### src/rtl/config_bus_master.sv
// config_bus_master
// Drives the shared 32-bit GPIO configuration bus used by the config_reg slaves.
// The block arbitrates round-robin between num_req requesters. Each grant sends
// one full register write: num_words bytes, MSB first, to the latched address.
// Every byte goes out as a setup / w_clk-high / w_clk-low phase sequence.
//
// Ports
//   clk        system clock, rising edge
//   rst        synchronous reset, active high
//   req_valid  per-requester write request, held until req_ready
//   req_addr   packed target addresses, requester i at [i*addr_width +: addr_width]
//   req_data   packed register values, requester i at [i*num_words*word_width +: ...]
//   req_ready  one-cycle accept pulse, one-hot or zero
//   gpio_out   [15:0] addr, [23:16] data, [24] w_clk, [31:25] zero
//   busy       high while a write is in progress
//   done       one-cycle pulse in the first idle cycle after the last byte
//   grant_id   index of the requester being served
module config_bus_master #(
    parameter int unsigned word_width = 8,
    parameter int unsigned num_words  = 4,
    parameter int unsigned addr_width = 16,
    parameter int unsigned num_req    = 2,
    parameter int unsigned setup_cyc  = 2,
    parameter int unsigned high_cyc   = 2,
    parameter int unsigned low_cyc    = 2,
    localparam int unsigned IdW       = (num_req > 1) ? $clog2(num_req) : 1
) (
    input  logic                                  clk,
    input  logic                                  rst,
    input  logic [num_req-1:0]                    req_valid,
    input  logic [num_req*addr_width-1:0]         req_addr,
    input  logic [num_req*num_words*word_width-1:0] req_data,
    output logic [num_req-1:0]                    req_ready,
    output logic [31:0]                           gpio_out,
    output logic                                  busy,
    output logic                                  done,
    output logic [IdW-1:0]                        grant_id
);

    localparam int unsigned DataW  = num_words * word_width;
    localparam int unsigned MaxSh  = (setup_cyc > high_cyc) ? setup_cyc : high_cyc;
    localparam int unsigned MaxCyc = (MaxSh > low_cyc) ? MaxSh : low_cyc;
    localparam int unsigned CntW   = $clog2(MaxCyc + 1);
    localparam int unsigned ByteW  = (num_words > 1) ? $clog2(num_words) : 1;

    typedef enum logic [1:0] {StIdle, StSetup, StHigh, StLow} state_e;

    state_e                 state_q, state_d;
    logic [CntW-1:0]        cnt_q, cnt_d;
    logic [ByteW-1:0]       byte_idx_q, byte_idx_d;
    logic [DataW-1:0]       shift_q, shift_d;
    logic [addr_width-1:0]  addr_q, addr_d;
    logic [IdW-1:0]         grant_q, grant_d;
    logic [IdW-1:0]         ptr_q, ptr_d;
    logic                   done_q, done_d;

    logic [addr_width-1:0]  req_addr_arr [num_req];
    logic [DataW-1:0]       req_data_arr [num_req];
    logic                   found;
    logic [IdW-1:0]         winner;
    logic [IdW-1:0]         cand;
    logic [IdW-1:0]         ptr_next;
    int unsigned            idx;

    always_comb begin
        for (int unsigned i = 0; i < num_req; i++) begin
            req_addr_arr[i] = req_addr[i*addr_width +: addr_width];
            req_data_arr[i] = req_data[i*DataW +: DataW];
        end
    end

    // Round-robin search starting at the pointer; first asserted request wins.
    always_comb begin
        found  = 1'b0;
        winner = '0;
        idx    = 0;
        cand   = '0;
        for (int unsigned k = 0; k < num_req; k++) begin
            idx  = (32'(ptr_q) + k) % num_req;
            cand = IdW'(idx);
            if (!found && req_valid[cand]) begin
                found  = 1'b1;
                winner = cand;
            end
        end
        ptr_next = (winner == IdW'(num_req - 1)) ? '0 : winner + 1'b1;
    end

    always_comb begin
        state_d    = state_q;
        cnt_d      = cnt_q;
        byte_idx_d = byte_idx_q;
        shift_d    = shift_q;
        addr_d     = addr_q;
        grant_d    = grant_q;
        ptr_d      = ptr_q;
        done_d     = 1'b0;
        req_ready  = '0;
        unique case (state_q)
            StIdle: begin
                if (found) begin
                    req_ready[winner] = 1'b1;
                    addr_d     = req_addr_arr[winner];
                    shift_d    = req_data_arr[winner];
                    byte_idx_d = '0;
                    grant_d    = winner;
                    ptr_d      = ptr_next;
                    cnt_d      = CntW'(setup_cyc - 1);
                    state_d    = StSetup;
                end
            end
            StSetup: begin
                if (cnt_q == '0) begin
                    cnt_d   = CntW'(high_cyc - 1);
                    state_d = StHigh;
                end else begin
                    cnt_d = cnt_q - 1'b1;
                end
            end
            StHigh: begin
                if (cnt_q == '0) begin
                    cnt_d   = CntW'(low_cyc - 1);
                    state_d = StLow;
                end else begin
                    cnt_d = cnt_q - 1'b1;
                end
            end
            StLow: begin
                if (cnt_q == '0) begin
                    if (byte_idx_q == ByteW'(num_words - 1)) begin
                        done_d  = 1'b1;
                        state_d = StIdle;
                    end else begin
                        shift_d    = shift_q << word_width;
                        byte_idx_d = byte_idx_q + 1'b1;
                        cnt_d      = CntW'(setup_cyc - 1);
                        state_d    = StSetup;
                    end
                end else begin
                    cnt_d = cnt_q - 1'b1;
                end
            end
            default: state_d = StIdle;
        endcase
        // The accept must not be seen by a requester while the FSM is being reset.
        if (rst) req_ready = '0;
    end

    always_ff @(posedge clk) begin
        if (rst) begin
            state_q    <= StIdle;
            cnt_q      <= '0;
            byte_idx_q <= '0;
            shift_q    <= '0;
            addr_q     <= '0;
            grant_q    <= '0;
            ptr_q      <= '0;
            done_q     <= 1'b0;
        end else begin
            state_q    <= state_d;
            cnt_q      <= cnt_d;
            byte_idx_q <= byte_idx_d;
            shift_q    <= shift_d;
            addr_q     <= addr_d;
            grant_q    <= grant_d;
            ptr_q      <= ptr_d;
            done_q     <= done_d;
        end
    end

    always_comb begin
        gpio_out = '0;
        if (state_q != StIdle) begin
            gpio_out[addr_width-1:0]             = addr_q;
            gpio_out[addr_width +: word_width]   = shift_q[DataW-1 -: word_width];
            gpio_out[addr_width + word_width]    = (state_q == StHigh);
        end
    end

    assign busy     = (state_q != StIdle);
    assign done     = done_q;
    assign grant_id = grant_q;

endmodule
### config.mk
export PLATFORM = sky130hd
export DESIGN_NAME = config_bus_master
export DESIGN_NICKNAME = d
export VERILOG_FILES = /design/src/rtl/config_bus_master.sv
export SDC_FILE = /design/constraint.sdc
export NUM_CORES = 1
export LEC_CHECK = 0
export ABC_CLOCK_PERIOD_IN_PS = 1600
export CAP_MARGIN = 20
export CORE_UTILIZATION = 38
export CTS_CLUSTER_SIZE = 12
export DETAILED_ROUTE_END_ITERATION = 10
export PLACE_DENSITY = 0.86
export SYNTH_ARGS = -nofsm -noshare
export SYNTH_HDL_FRONTEND = slang
export SYNTH_SLANG_ARGS = --single-unit
export TNS_END_PERCENT = 100
### constraint.sdc
create_clock -name clk -period 1.6 [get_ports clk]
set_input_delay 0.32 -clock clk [delete_from_list [all_inputs] [get_ports clk]]
set_output_delay 0.32 -clock clk [all_outputs]
set_load 0.005 [all_outputs]
* Word-level counts from Yosys, hierarchy flattened
Index checks and enable logic that the tools add are counted.
** Storage, ports and cells
- Register bits :: 57
- Input port bits :: 100
** Operators by class
- Add/subtract/negate cells :: 4
- Magnitude comparators :: 5
- Eq/ne operators :: 10
- Muxes and demuxes :: 40
- Bitwise gates (word level) :: 3
- Reductions and logical operators :: 13
** Operators by type and width (count)
- 32-bit 2-to-1 mux :: 6
- 32-bit one-hot mux with 2 select lines :: 1
- 16-bit 2-to-1 mux :: 3
- 2-bit 2-to-1 mux :: 13
- 25-bit 2-to-1 mux :: 1
- 1-bit 2-to-1 mux :: 12
- 2-bit != test, second input constant :: 5
- 2-bit one-hot mux with 4 select lines :: 1
- 4-bit AND reduction :: 2
- 2-bit == test, second input constant :: 3
- 1-bit by 2-bit less-than comparator with 1-bit output, second input constant :: 3
- 2-bit one-hot mux with 3 select lines :: 1
- 2-bit logical NOT :: 2
- 2-bit one-hot mux with 2 select lines :: 1
- 2-bit AND reduction :: 2
- 2-bit nonzero test :: 2
- 3-bit != test, second input constant :: 1
- 3-bit OR reduction :: 1
- 1-bit adder, second input constant :: 2
- 2-bit by 1-bit adder with 2-bit output, second input constant :: 1
- 2-bit by 1-bit == test with 1-bit output, second input constant :: 1
- 2-bit >= comparator, second input constant :: 1
- 1-bit logical AND :: 2
- 1-bit inverter :: 2
- other kinds (6) :: 6

* Longest topological paths before layout
Gate-level depths: netlist of the first run.
- Word-level depth :: 13
- Depth in mapped cells :: 7
- Depth with buffers taken out :: 6

* Worst setup path before layout of the first run
OpenSTA, ideal clock, no wires.
- Path type :: register to register
- From :: register state_q[0]
- To :: register shift_q[22]
- Setup time :: 0.096 ns
- Data arrival time :: 1.592 ns
- Path slack :: -0.088 ns
- Cell stages (with the launch flop) :: 8
- Path buffers :: 1
- Period minus slack after synthesis :: 1.688 ns
- Cell sequence :: dfxtp_1 > inv_1 > ha_1 > or4b_1 > o31ai_1 > buf_2 > nand2_1 > o41ai_2
** On the way
- Word-level cells in the longest chain between the ends :: 3
- Elaborated cells on any way between the ends :: 8
- Classes of those cells :: eq/ne (4); mux (1); reduce/logical (3)
** Ends and longest elaborated chain
- from (decl) :: line 48 : state_e state_q, state_d;
- from (signal assigned) :: line 151 : state_q <= StIdle;
- from (signal assigned) :: line 160 : state_q <= state_d;
- 2-bit == test / 2-bit logical NOT (equally long branches) :: line 99 : unique case (state_q)
- 2-bit != test (no line) / 2-bit nonzero test (equally long branches)
- 4-bit AND reduction (no line)
- to (signal assigned) :: line 163 : shift_q <= shift_d;
- to (decl) :: line 51 : logic [DataW-1:0] shift_q, shift_d;
Several ways; a longest one is shown, not always the timed one.
A chain may end at the register's enable or synchronous reset.

* Worst setup path after layout of the first run
- From :: input req_valid[1]
- To :: register shift_q[11]
** On the way
- Word-level cells in the longest chain between the ends :: 12
- Elaborated cells on any way between the ends :: 18
- Classes of those cells :: eq/ne (1); mux (13); bitwise (1); reduce/logical (3)
** Ends and longest elaborated chain
- from (decl) :: line 30 : input logic [num_req-1:0] req_valid,
- 1-bit 2-to-1 mux (implied by the code) (2 in series) :: line 81 : if (!found && req_valid[cand]) begin
- 1-bit 2-to-1 mux :: line 81
- 1-bit logical NOT :: line 81
- 1-bit logical AND :: line 81
- 1-bit 2-to-1 mux :: line 81
- 1-bit inverter with 2-bit output (implied by the code) :: line 104 : shift_d = req_data_arr[winner];
- 32-bit 2-to-1 mux (implied by the code) (3 in series) :: line 104
- 32-bit 2-to-1 mux :: line 101 : if (found) begin
- 32-bit one-hot mux with 2 select lines :: line 99
Several ways; a longest one is shown, not always the timed one. The select of a mux whose other input is x is not followed.

==> results of run 1 <==
## per-stage QoR
step	hold WS, ns	setup TNS [ns]	total power [mW]
2_1_floorplan	0.412	-0.104	4.43
3_3_place_gp	0.429	-19.72	6.14
3_5_place_dp	0.440	-22.39	6.28
4_1_cts	0.455	-5.43	8.45
5_1_grt	0.480	-12.45	9.76
6_report	0.450	-7.88	9.25
## power breakdown
group          switching [mW]  total [mW]  internal [mW]
clock network           0.559        1.35          0.791
registers               0.340        2.38           2.04
logic                    2.52        5.52           3.00
total                    3.42        9.25           5.83
## what timing repair did
item,4_1_cts,5_1_grt
endpoints found under the setup margin,82,82
hold endpoints to repair,0,0
cloned,6,1
gates resized for setup,149,48
buffers inserted,17,10
pin swaps,31,15
## layout make-up
class	instances	area (µm²)
fillers	570	2270
multi-input cells	288	2060
repair buffers	196	1980
flip-flops and latches	57	1140
clock buffers	12	155
well taps	102	128
clock inverters	3	40.0
inverters	5	23.8
## placed cells by master, fill, tap and decap left out, types with 2 or more instances in the layout
master	synthesis	final
nor2b_1	25	19
buf_12	0	10
mux2i_1	8	8
o21ai_1	1	4
ha_1	6	3
a21oi_1	3	3
dfxtp_1	57	55
nand2_1	70	66
o41ai_2	19	23
buf_4	9	39
nor2_1	46	38
inv_1	5	2
a311oi_1	14	2
ha_4	0	2
buf_6	0	11
nand2_2	0	2
nor2_2	0	5
nor2_4	0	3
buf_8	0	2
conb_1	1	7
a311oi_2	0	12
clkdlybuf4s50_1	0	100
a31oi_1	2	2
nor2b_4	0	6
clkbuf_8	0	11
nor3_1	49	48
buf_16	0	5
o21ai_0	10	6
inv_2	0	2
buf_2	9	25
clkinv_2	0	2
nand3_1	5	5
nand2_4	0	2
dfxtp_2	0	2
## cells by family (layout without fill, tap and decap cells)
group | Yosys count | in the layout | synth area share
other | 1 | 7 | 0.00121
adders and majority gates | 6 | 6 | 0.0243
AOI/OAI and AO/OA | 63 | 63 | 0.205
muxes | 8 | 8 | 0.0259
DFF | 57 | 57 | 0.369
buffers and inverters | 45 | 216 | 0.0691
and+or+nand+nor | 204 | 204 | 0.306
## cells in the mapped netlist (all sizes together)
cell | n | area share
nand2 | 70 | 0.085
and2 | 1 | 0.0020
nor4 | 1 | 0.0020
buf | 19 | 0.038
o32ai | 1 | 0.0028
conb | 1 | 0.0012
nor3b | 2 | 0.0049
clkbuf | 21 | 0.025
a311oi | 14 | 0.040
or4b | 1 | 0.0032
a31oi | 2 | 0.0040
mux2i | 8 | 0.026
a211oi | 2 | 0.0049
nor3 | 49 | 0.079
o21ai | 12 | 0.021
nand3b | 1 | 0.0024
o31ai | 1 | 0.0024
nor2 | 46 | 0.056
ha | 6 | 0.024
a221oi | 1 | 0.0028
nor4b | 1 | 0.0077
or3b | 1 | 0.0028
inv | 5 | 0.0061
nand3 | 5 | 0.0081
o211ai | 1 | 0.0024
a32oi | 1 | 0.0028
a21oi | 3 | 0.0049
dfxtp | 57 | 0.37
o2111a | 1 | 0.0036
nor2b | 25 | 0.051
o41ai | 24 | 0.11
nand2b | 1 | 0.0020
## layer usage
metal / wire [µm] / vias to the layer above / GRT usage
li1: - / 1688 / -
met2: 6060 / 189 / 0.464
met3: 794 / 19 / 0.0580
met1: 4400 / 1712 / 0.286
met5: 0 / - / 0
met4: 191 / 0 / 0.0990
## flip-flops by register name (all words and copies together) (netlist names)
signal / cells
shift_q: 32
state_q: 2
done: 1
grant_id: 1
ptr_q: 1
byte_idx_q: 2
addr_q: 16
cnt_q: 2
## worst paths after layout
path / startpoint / endpoint / slack (ns) / cells after the start
setup reg to reg: state_q[0] / shift_q[11] / -0.15 / 8
hold reg to reg: shift_q[29] / shift_q[29] / 0.45 / 2
hold / removal: shift_q[29] / shift_q[29] / 0.45 / 2
setup / recovery: req_valid[1] / shift_q[11] / -0.20 / 7
## worst reg2reg max path, delay by kind of cell, from the launching register on
| family | cells | cell delay [ns] |
|---|---|---|
| compound gates | 2 | 0.37 |
| flops | 1 | 0.33 |
| buf+inv | 3 | 0.53 |
| fa+ha+maj | 1 | 0.19 |
| simple gates | 2 | 0.24 |
==> key figures, run 1 <==
Yosys
  • Netlist cell types: 37
  • Synth Cell Area: 3090 µm²
  • Yosys warnings: 0
  • Sequential area share after synthesis: 0.369
  • Syn_area_per_cell: 8.06 µm²
  • #FFs+latches synth: 57
  • Cells after synthesis: 384

Drt
  • Via count: about 3600
  • Initial DRC count: approximately 110
  • Initial DRT Pass Iterations: 4
  • Final ANT Viol Nets: 0
  • Avg WL per Cell: around 17 µm
  • Vias per cell: 5.44
  • Routed Wire Length: 11400 µm
  • Drc violations: 0

Global routing
  • First-pass GRT wire length: ~17000 µm
  • Total track usage: 0.255
  • Grt ovf: 0
  • Largest net degree at the start of global routing: 31
  • Vias in the first global route: 3616
  • Initial antenna violation count: 0

Floorplanning
  • Top Ports: between 100 and 150
  • Initial core utilization: 0.396
  • Die Ht: a little over 90 µm
  • Cell Rows: 32
  • Die area: 8510 µm²
  • Die X: 92.2 µm
  • Core ar.: ~7800 µm²

Clocking
  • CTS tree: built
  • Max clock buf depth: 2
  • CTS clk-pin slew, worst paths: 0.07 ns
  • CTS Root Cell: clkbuf_8
  • CTS Buf Count: 9
  • Clock Sinks: 57
  • Post-CTS Hold Buffers: 0
  • H-tree depth: 3
  • Clk_lat worst skew: 0.33 ns

Placement
  • Post-DP HPWL: 6920 µm
  • Final RePlAce weighted congestion: around 0.8
  • Setup WS pre-CTS: -0.544 ns
  • Post-DP Area: 4750 µm²
  • DP Cell Count: 617
  • PortBufs: ~130

Layout
  • Ant diodes: 0
  • Non-Filler Instances: roughly 660
  • Post-route cell area: 5530 µm²
  • Layout Utilization: 0.709
  • Post-layout nets: 663
  • Fraction of layout cells with a size suffix above 1: 0.324
  • Area grow syn2layout: 78.9%

STA
  • RSZ-0062 raised after global routing: true
  • Hold Violations, Final: 0
  • Slew Limit Fails: 0
  • PnR worst setup slack: -0.204 ns
  • Min Tclk post-route: 1.80 ns
  • Worst Clk Skew: 0.00593 ns
  • Final number of setup-violating endpoints: 73
  • Highest Clock Rate: ~550 MHz
  • Period utilization: 1.13

Outcome
  • Status: complete, but fails checks
  • Failing checks: negative setup slack

Worst setup path
  • Max FO, Critical Path: 26
  • Startpoint types: input pin
  • Crit. End Element: flip-flop
  • Slowest CP cell: or4b_4
  • Max incr delay on CP: 0.55 ns
  • Critical Path RT: 1.83 ns
  • WS Path Type: in -> reg
  • Crit path max-delay family: buffers and inverters
  • WP data arrival: 2.04 ns
  • Crit path buffers/inverters: 3
  • CP cell instances: clkdlybuf4s50_1 > buf_4 > or4b_4 > o31ai_4 > buf_12 > nand2_1 > o41ai_2

Pwr
  • Pwr per Cell Area: 1670 nW/µm²
  • Leak: ~2.4 nW
  • Peak VDD IR: 0.000709 V

Run
  • Max_cap viols: 0

Worst hold path
  • Type of the worst min-delay path: reg -> reg
(Power assumes the default switching activity.)
==> inputs of run 2 (changes only) <==
--- a/config.mk
+++ b/config.mk
@@ -8,6 +8,7 @@
 export ABC_CLOCK_PERIOD_IN_PS = 1600
 export CAP_MARGIN = 20
 export CORE_UTILIZATION = 38
+export CTS_BUF_LIST = sky130_fd_sc_hd__clkbuf_16
 export CTS_CLUSTER_SIZE = 12
 export DETAILED_ROUTE_END_ITERATION = 10
 export PLACE_DENSITY = 0.86
==> key figures, run 2 (same netlist as run 1, synthesis figures left out) <==
Layout
  • Commonest cells after routing, fill and taps aside: clkdlybuf4s50_1, nand2_1, dfxtp_1
  • Fillers: 552 (-3.2%)
  • Post-layout nets: 658 (-0.75%)
  • Area grow syn2layout: 81.9%
  • Top reg by flops: shift_q
  • Top flop regs: shift_q (32), addr_q (16)
  • Ant diodes: 0 (unchanged)
  • Leading cell type in the layout, fill and taps excluded: clkdlybuf4s50_1
  • Number of flip-flops under the largest register name: 32 (unchanged)
  • Fraction of layout cells with a size suffix above 1: 0.326 (+0.00112)

STA
  • Highest Clock Rate: 541 MHz (-2.4%)
  • RSZ-0062 raised after global routing: true
  • Hold Violations, Final: 0 (unchanged)
  • Final number of setup-violating endpoints: 64 (-12%)
  • Worst Clk Skew: 0.00761 ns (+0.00168 ns)
  • Slew Limit Fails: 0 (unchanged)
  • Min Tclk post-route: 1.85 ns (+0.0442 ns)
  • PnR worst setup slack: -0.248 ns (-0.0442 ns)
  • Setup TNS: -10.38 ns (-2.50 ns)
  • Period utilization: 1.16 (+0.0276)
  • Final hold slack: 0.449 ns (-0.00177 ns)

Global routing
  • Grt ovf: 0 (unchanged)
  • Vias in the first global route: 3610 (-0.17%)
  • Largest net degree at the start of global routing: 39 (+26%)
  • Initial antenna violation count: 0 (unchanged)
  • First-pass GRT wire length: 17100 µm (-0.32%)
  • Total track usage: 0.257 (+0.00197)

Pwr
  • Pwr per Cell Area: 1760 nW/µm² (+5.3%)
  • Peak VDD IR: 0.000751 V (+5.9%)
  • Leak: 2.50 nW (+5.2%)

Worst hold path
  • Type of the worst min-delay path: reg -> reg

Floorplanning
  • Top Ports: 137 (unchanged)
  • Die area: 8510 µm² (unchanged)
  • Cell Rows: 32 (unchanged)
  • Initial core utilization: 0.396 (unchanged)
  • Die Ht: 92.2 µm (unchanged)
  • Core ar.: 7810 µm² (unchanged)
  • Die X: 92.2 µm (unchanged)

Clocking
  • CTS Buf Count: 9 (unchanged)
  • H-tree depth: 3 (unchanged)
  • Clk_lat worst skew: 0.32 ns (about the same)
  • CTS clk-pin slew, worst paths: 0.05 ns (-0.02 ns)
  • CTS Root Cell: clkbuf_16
  • CTS tree: built
  • Max clock buf depth: 2 (unchanged)
  • Clock Sinks: 57 (unchanged)

Outcome
  • Status: complete, but fails checks
  • Failing checks: negative setup slack

Worst setup path
  • Max FO, Critical Path: 13 (-50%)
  • WP data arrival: 2.08 ns (+0.04 ns)
  • Startpoint types: flip-flop
  • Critical Path RT: 1.83 ns (about the same)
  • Crit. End Element: flip-flop
  • Max incr delay on CP: 0.47 ns (-0.08 ns)
  • CP cell instances: inv_2 > ha_4 > buf_6 > or4b_4 > o31ai_4 > bufbuf_16 > nand2_1 > o41ai_2
  • Slowest CP cell: or4b_4
  • WS Path Type: reg -> reg

Drt
  • Vias per cell: 5.42 (-0.47%)
  • Initial DRT Pass Iterations: 4 (unchanged)
  • Drc violations: 0 (unchanged)
  • Initial DRC count: 117 (+3.5%)
  • Final ANT Viol Nets: 0 (unchanged)
  • Avg WL per Cell: 17.2 µm (-0.46%)
  • Routed Wire Length: 11300 µm (-1.2%)
  • Via count: 3564 (-1.2%)

Placement
  • Post-DP HPWL: 6920 µm (unchanged)
  • Setup WS pre-CTS: -0.544 ns (unchanged)
  • Final RePlAce weighted congestion: 0.814 (unchanged)
  • PortBufs: 129 (unchanged)

Run
  • Max_cap viols: 0 (unchanged)
[run 2: cell types whose count changed in the layout (fill, tap and decap cells not counted), moves of 3 or more]
cell / delta
nand2_4: +9
nand2_1: -10
a311oi_1: +9
bufbuf_16: +3
a311oi_2: -9
buf_4: -4
clkbuf_8: -11
o21ai_2: +3
buf_16: -3
clkbuf_16: +9
[run 2: report_power, final]
part	switching (mW)	total, mW	internal [mW]	leakage [nW]
clock network	0.627	1.80	1.17	0.141
registers	0.421	2.46	2.04	0.472
logic	2.51	5.65	3.14	1.89
[run 2: stage by stage]
stage | cells | util | instance area (µm²) | total power [mW]
6_report | 658 | 0.721 | 5630 | 9.91
5_1_grt | 658 | 0.721 | 5630 | 10.4
4_1_cts | 647 | 0.690 | 5390 | 8.97
3_5_place_dp | 617 | 0.608 | 4750 | 6.28
3_3_place_gp | 617 | 0.608 | 4750 | 6.14
2_1_floorplan | 390 | - | 3150 | 4.43
[run 2: layout make-up]
cell class | count | area (µm²) | share of cell area
multi-input cells | 288 | 2100 | 0.373
well taps | 102 | 128 | 0.0227
repair buffers | 191 | 1960 | 0.348
inverters | 5 | 27.5 | 0.00489
clock buffers | 9 | 225 | 0.0400
clock inverters | 6 | 51.3 | 0.00911
flip-flops and latches | 57 | 1140 | 0.203
[run 2: critical path: cells and delay by family (launching register included)]
family                   cells  cell delay, ns
AO/OA/AOI/OAI                2            0.15
flip-flops                   1            0.32
AND/OR/NAND/NOR              2            0.54
adder cells (fa/ha/maj)      1            0.19
buffers and inverters        3            0.54
[run 2: repair_timing]
item,4_1_cts,5_1_grt
pin swaps,22,18
setup buffers,11,12
hold buffers,0,0
gates cloned,6,1
resized for setup,141,69
endpoints found under the setup margin,82,82
endpoints found under the hold margin,0,0
[run 2: path summary, 6_finish.rpt]
kind	depth (start not counted)	endpoint	slack [ns]	startpoint
hold reg to reg	2	shift_q[29]	0.45	shift_q[29]
setup reg to reg	8	shift_q[22]	-0.25	state_q[0]
setup / recovery	8	shift_q[22]	-0.25	state_q[0]
hold / removal	2	shift_q[29]	0.45	shift_q[29]
[run 2: layer usage]
| metal | part of all wire | vias up | GRT usage |
|---|---|---|---|
| met5 | 0 | - | 0 |
| met4 | 0.019 | 0 | 0.105 |
| met3 | 0.060 | 19 | 0.0713 |
| met2 | 0.52 | 152 | 0.458 |
| met1 | 0.40 | 1708 | 0.286 |
| li1 | - | 1685 | - |
==> inputs of run 3 (changes only) <==
--- a/config.mk
+++ b/config.mk
@@ -5,13 +5,15 @@
 export SDC_FILE = /design/constraint.sdc
 export NUM_CORES = 1
 export LEC_CHECK = 0
+export ABC_AREA = 1
 export ABC_CLOCK_PERIOD_IN_PS = 1600
 export CAP_MARGIN = 20
-export CORE_UTILIZATION = 38
+export CORE_UTILIZATION = 30
 export CTS_BUF_LIST = sky130_fd_sc_hd__clkbuf_16
 export CTS_CLUSTER_SIZE = 12
 export DETAILED_ROUTE_END_ITERATION = 10
-export PLACE_DENSITY = 0.86
+export PLACE_DENSITY = 0.69
+export RECOVER_POWER = 50
 export SYNTH_ARGS = -nofsm -noshare
 export SYNTH_HDL_FRONTEND = slang
 export SYNTH_SLANG_ARGS = --single-unit
==> key figures, run 3 <==
Clocking
  • CTS clk-pin slew, worst paths: 0.05 ns (about the same)
  • CTS Buf Count: 9 (unchanged)
  • H-tree depth: 3 (unchanged)
  • Clk_lat worst skew: 0.32 ns (about the same)
  • Max clock buf depth: 2 (unchanged)
  • Clock Sinks: 57 (unchanged)
  • CTS Root Cell: clkbuf_16
  • CTS tree: built

STA
  • Slew Limit Fails: 0 (unchanged)
  • Min Tclk post-route: 1.68 ns (-0.173 ns)
  • Highest Clock Rate: 597 MHz (+10%)
  • Final number of setup-violating endpoints: 9 (-86%)
  • Period utilization: 1.05 (-0.108)
  • Setup TNS: -0.488 ns (+9.89 ns)
  • Final hold slack: 0.458 ns (+0.00958 ns)
  • PnR worst setup slack: -0.0758 ns (+0.173 ns)
  • Hold Violations, Final: 0 (unchanged)
  • Worst Clk Skew: 0.00790 ns (+0.000285 ns)
  • RSZ-0062 raised after global routing: true

Worst setup path
  • Reg2reg setup slack: 0.01 ns (+0.26 ns)
  • FF-to-FF Start: state_q[0]
  • Crit. End Element: output pin
  • WP data arrival: 1.36 ns (-0.72 ns)
  • FF-to-FF path depth: 11 (+3)
  • RR Endpoint: shift_q[27]
  • WS Path Type: reg -> out
  • Critical Path RT: 1.28 ns (-0.55 ns)
  • Max FO, Critical Path: 14 (+1)
  • Startpoint types: flip-flop

Placement
  • Post-DP HPWL: 7420 µm (+7.3%)
  • Setup WS pre-CTS: -0.600 ns (-0.0561 ns)
  • DP Cell Count: 919 (+49%)
  • Post-DP Area: 5370 µm² (+13%)
  • PortBufs: 129 (unchanged)
  • Final RePlAce weighted congestion: 0.764 (-6.2%)

Yosys
  • Top cells by count, synth: nand2_1, inv_1, nand3_1
  • Prevailing post-synth register cell: dfxtp_1
  • Post-synthesis async set-or-reset flop share: 0 (unchanged)
  • #FFs+latches synth: 57 (unchanged)
  • Ranking of synthesized cells by area: dfxtp_1, nand2_1, inv_1, nand3_1, nor2_1
  • EDFF count, synth: 0 (unchanged)
  • Netlist cell types: 29 (-22%)
  • Sequential area share after synthesis: 0.300 (-0.0688)
  • Post-synth top area cell: dfxtp_1
  • Syn_area_per_cell: 6.09 µm² (-24%)
  • Synth Cell Area: 3800 µm² (+23%)
  • Cells after synthesis: 625 (+63%)
  • Top-count cell post-synth: nand2_1
  • Synth top area share: 0.300 (-0.0688)
  • Yosys warnings: 0 (unchanged)

Layout
  • Top flop regs: shift_q (32), addr_q (16)
  • Top reg by flops: shift_q
  • Non-Filler Instances: 936 (+42%)
  • Number of flip-flops under the largest register name: 32 (unchanged)
  • Commonest cells after routing, fill and taps aside: nand2_1, inv_1, clkdlybuf4s50_1
  • Ant diodes: 0 (unchanged)
  • Layout Utilization: 0.464 (-0.257)
  • Post-layout nets: 869 (+32%)
  • Area grow syn2layout: 48.3%
  • Leading cell type in the layout, fill and taps excluded: nand2_1
  • Post-route cell area: 5640 µm² (+0.18%)
  • Fraction of layout cells with a size suffix above 1: 0.167 (-0.159)

Global routing
  • Grt ovf: 0 (unchanged)
  • Vias in the first global route: 3516 (-2.6%)
  • Largest net degree at the start of global routing: 39 (unchanged)
  • Total track usage: 0.158 (-0.0987)
  • Initial antenna violation count: 0 (unchanged)
  • First-pass GRT wire length: 16400 µm (-4.2%)

Floorplanning
  • Die Ht: 115 µm (+24%)
  • Cell Rows: 40 (+25%)
  • Die area: 13100 µm² (+54%)
  • Initial core utilization: 0.313 (-0.0836)
  • Core ar.: 12200 µm² (+56%)
  • Die X: 115 µm (+24%)
  • Top Ports: 137 (unchanged)

Worst hold path
  • Type of the worst min-delay path: reg -> reg
  • WHS Path Cells: 2 (unchanged)
  • Min-Delay Endpoint: cnt_q[1]
  • Hold wc startpoint: cnt_q[1]

Drt
  • Routed Wire Length: 10200 µm (-9.8%)
  • Initial DRC count: 186 (+59%)
  • Via count: 3882 (+8.9%)
  • Avg WL per Cell: 10.9 µm (-37%)
  • Final ANT Viol Nets: 0 (unchanged)
  • Drc violations: 0 (unchanged)
  • Vias per cell: 4.15 (-23%)
  • Initial DRT Pass Iterations: 4 (unchanged)

Outcome
  • Status: complete, but fails checks
  • Failing checks: negative setup slack

Pwr
  • Pwr per Cell Area: 1560 nW/µm² (-11%)
  • Peak VDD IR: 0.000743 V (-1.1%)
  • Leak: 3.01 nW (+20%)
  • Final Power: 8.82 mW (-11%)

Run
  • Max_cap viols: 0 (unchanged)
## run 3: cell types whose count changed in the layout (fill, tap and decap cells not counted), sizes merged, moves of 25 or more
cell and change:
buf -38, inv +147, nand2 +87, nand3 +80, nor2b -25, nor3 -47
## run 3: worst max-delay path by stage
stage / start / cells after the start / to
floorplan: state_q[0] / 10 / shift_q[29]
global placement: req_valid[1] / 6 / req_ready[1]
detailed placement: req_valid[1] / 6 / req_ready[1]
CTS: state_q[1] / 5 / gpio_out[0]
global route: state_q[0] / 5 / gpio_out[19]
finish: state_q[0] / 5 / gpio_out[12]
## run 3: worst max-delay path, cell delays in order (launching register included)
cell	delay, ns
dfxtp_2	0.32
inv_2	0.07
ha_4	0.18
buf_8	0.16
nor2_1	0.05
dlygate4sd2_1	0.26
## run 3: area by class of cell
type,instances,area [µm²]
Tap cell,168,210
Clock inverter,7,30.0
Inverter,151,572
Timing Repair Buffer,163,1520
Multi-Input combinational cell,381,1940
Fill cell,1294,6520
Clock buffer,9,225
Sequential cell,57,1140
## run 3: routing by layer
metal	up-vias	global-route usage	wire length, µm
met5	-	0	0
met3	6	0.0402	696
li1	2128	-	-
met4	0	0.0468	65
met1	1619	0.193	4620
met2	129	0.273	4810
## run 3: what timing repair did
action | in CTS | in global routing
resized for setup | 90 | 44
hold endpoints to repair | 0 | 0
buffers inserted | 2 | 0
setup endpoints to repair | 78 | 69
pin swaps | 4 | 8
hold buffers | 0 | 0
## run 3: cell families (layout without fill, tap and decap cells)
| family | after synthesis | after routing | share of synthesized area |
|---|---|---|---|
| adders and majority gates | 6 | 6 | 0.0197 |
| AOI/OAI and AO/OA | 45 | 45 | 0.0727 |
| DFF | 57 | 57 | 0.300 |
| and+or+nand+nor | 323 | 323 | 0.386 |
| buffers and inverters | 193 | 330 | 0.221 |
| other | 1 | 7 | 0.000986 |
## run 3: power breakdown
group | leakage (nW) | total (mW) | switching (mW) | internal [mW]
Clock | 0.136 | 1.63 | 0.617 | 1.01
Sequential | 0.474 | 2.27 | 0.261 | 2.01
Combinational | 2.40 | 4.92 | 2.73 | 2.19
Total | 3.01 | 8.82 | 3.61 | 5.21
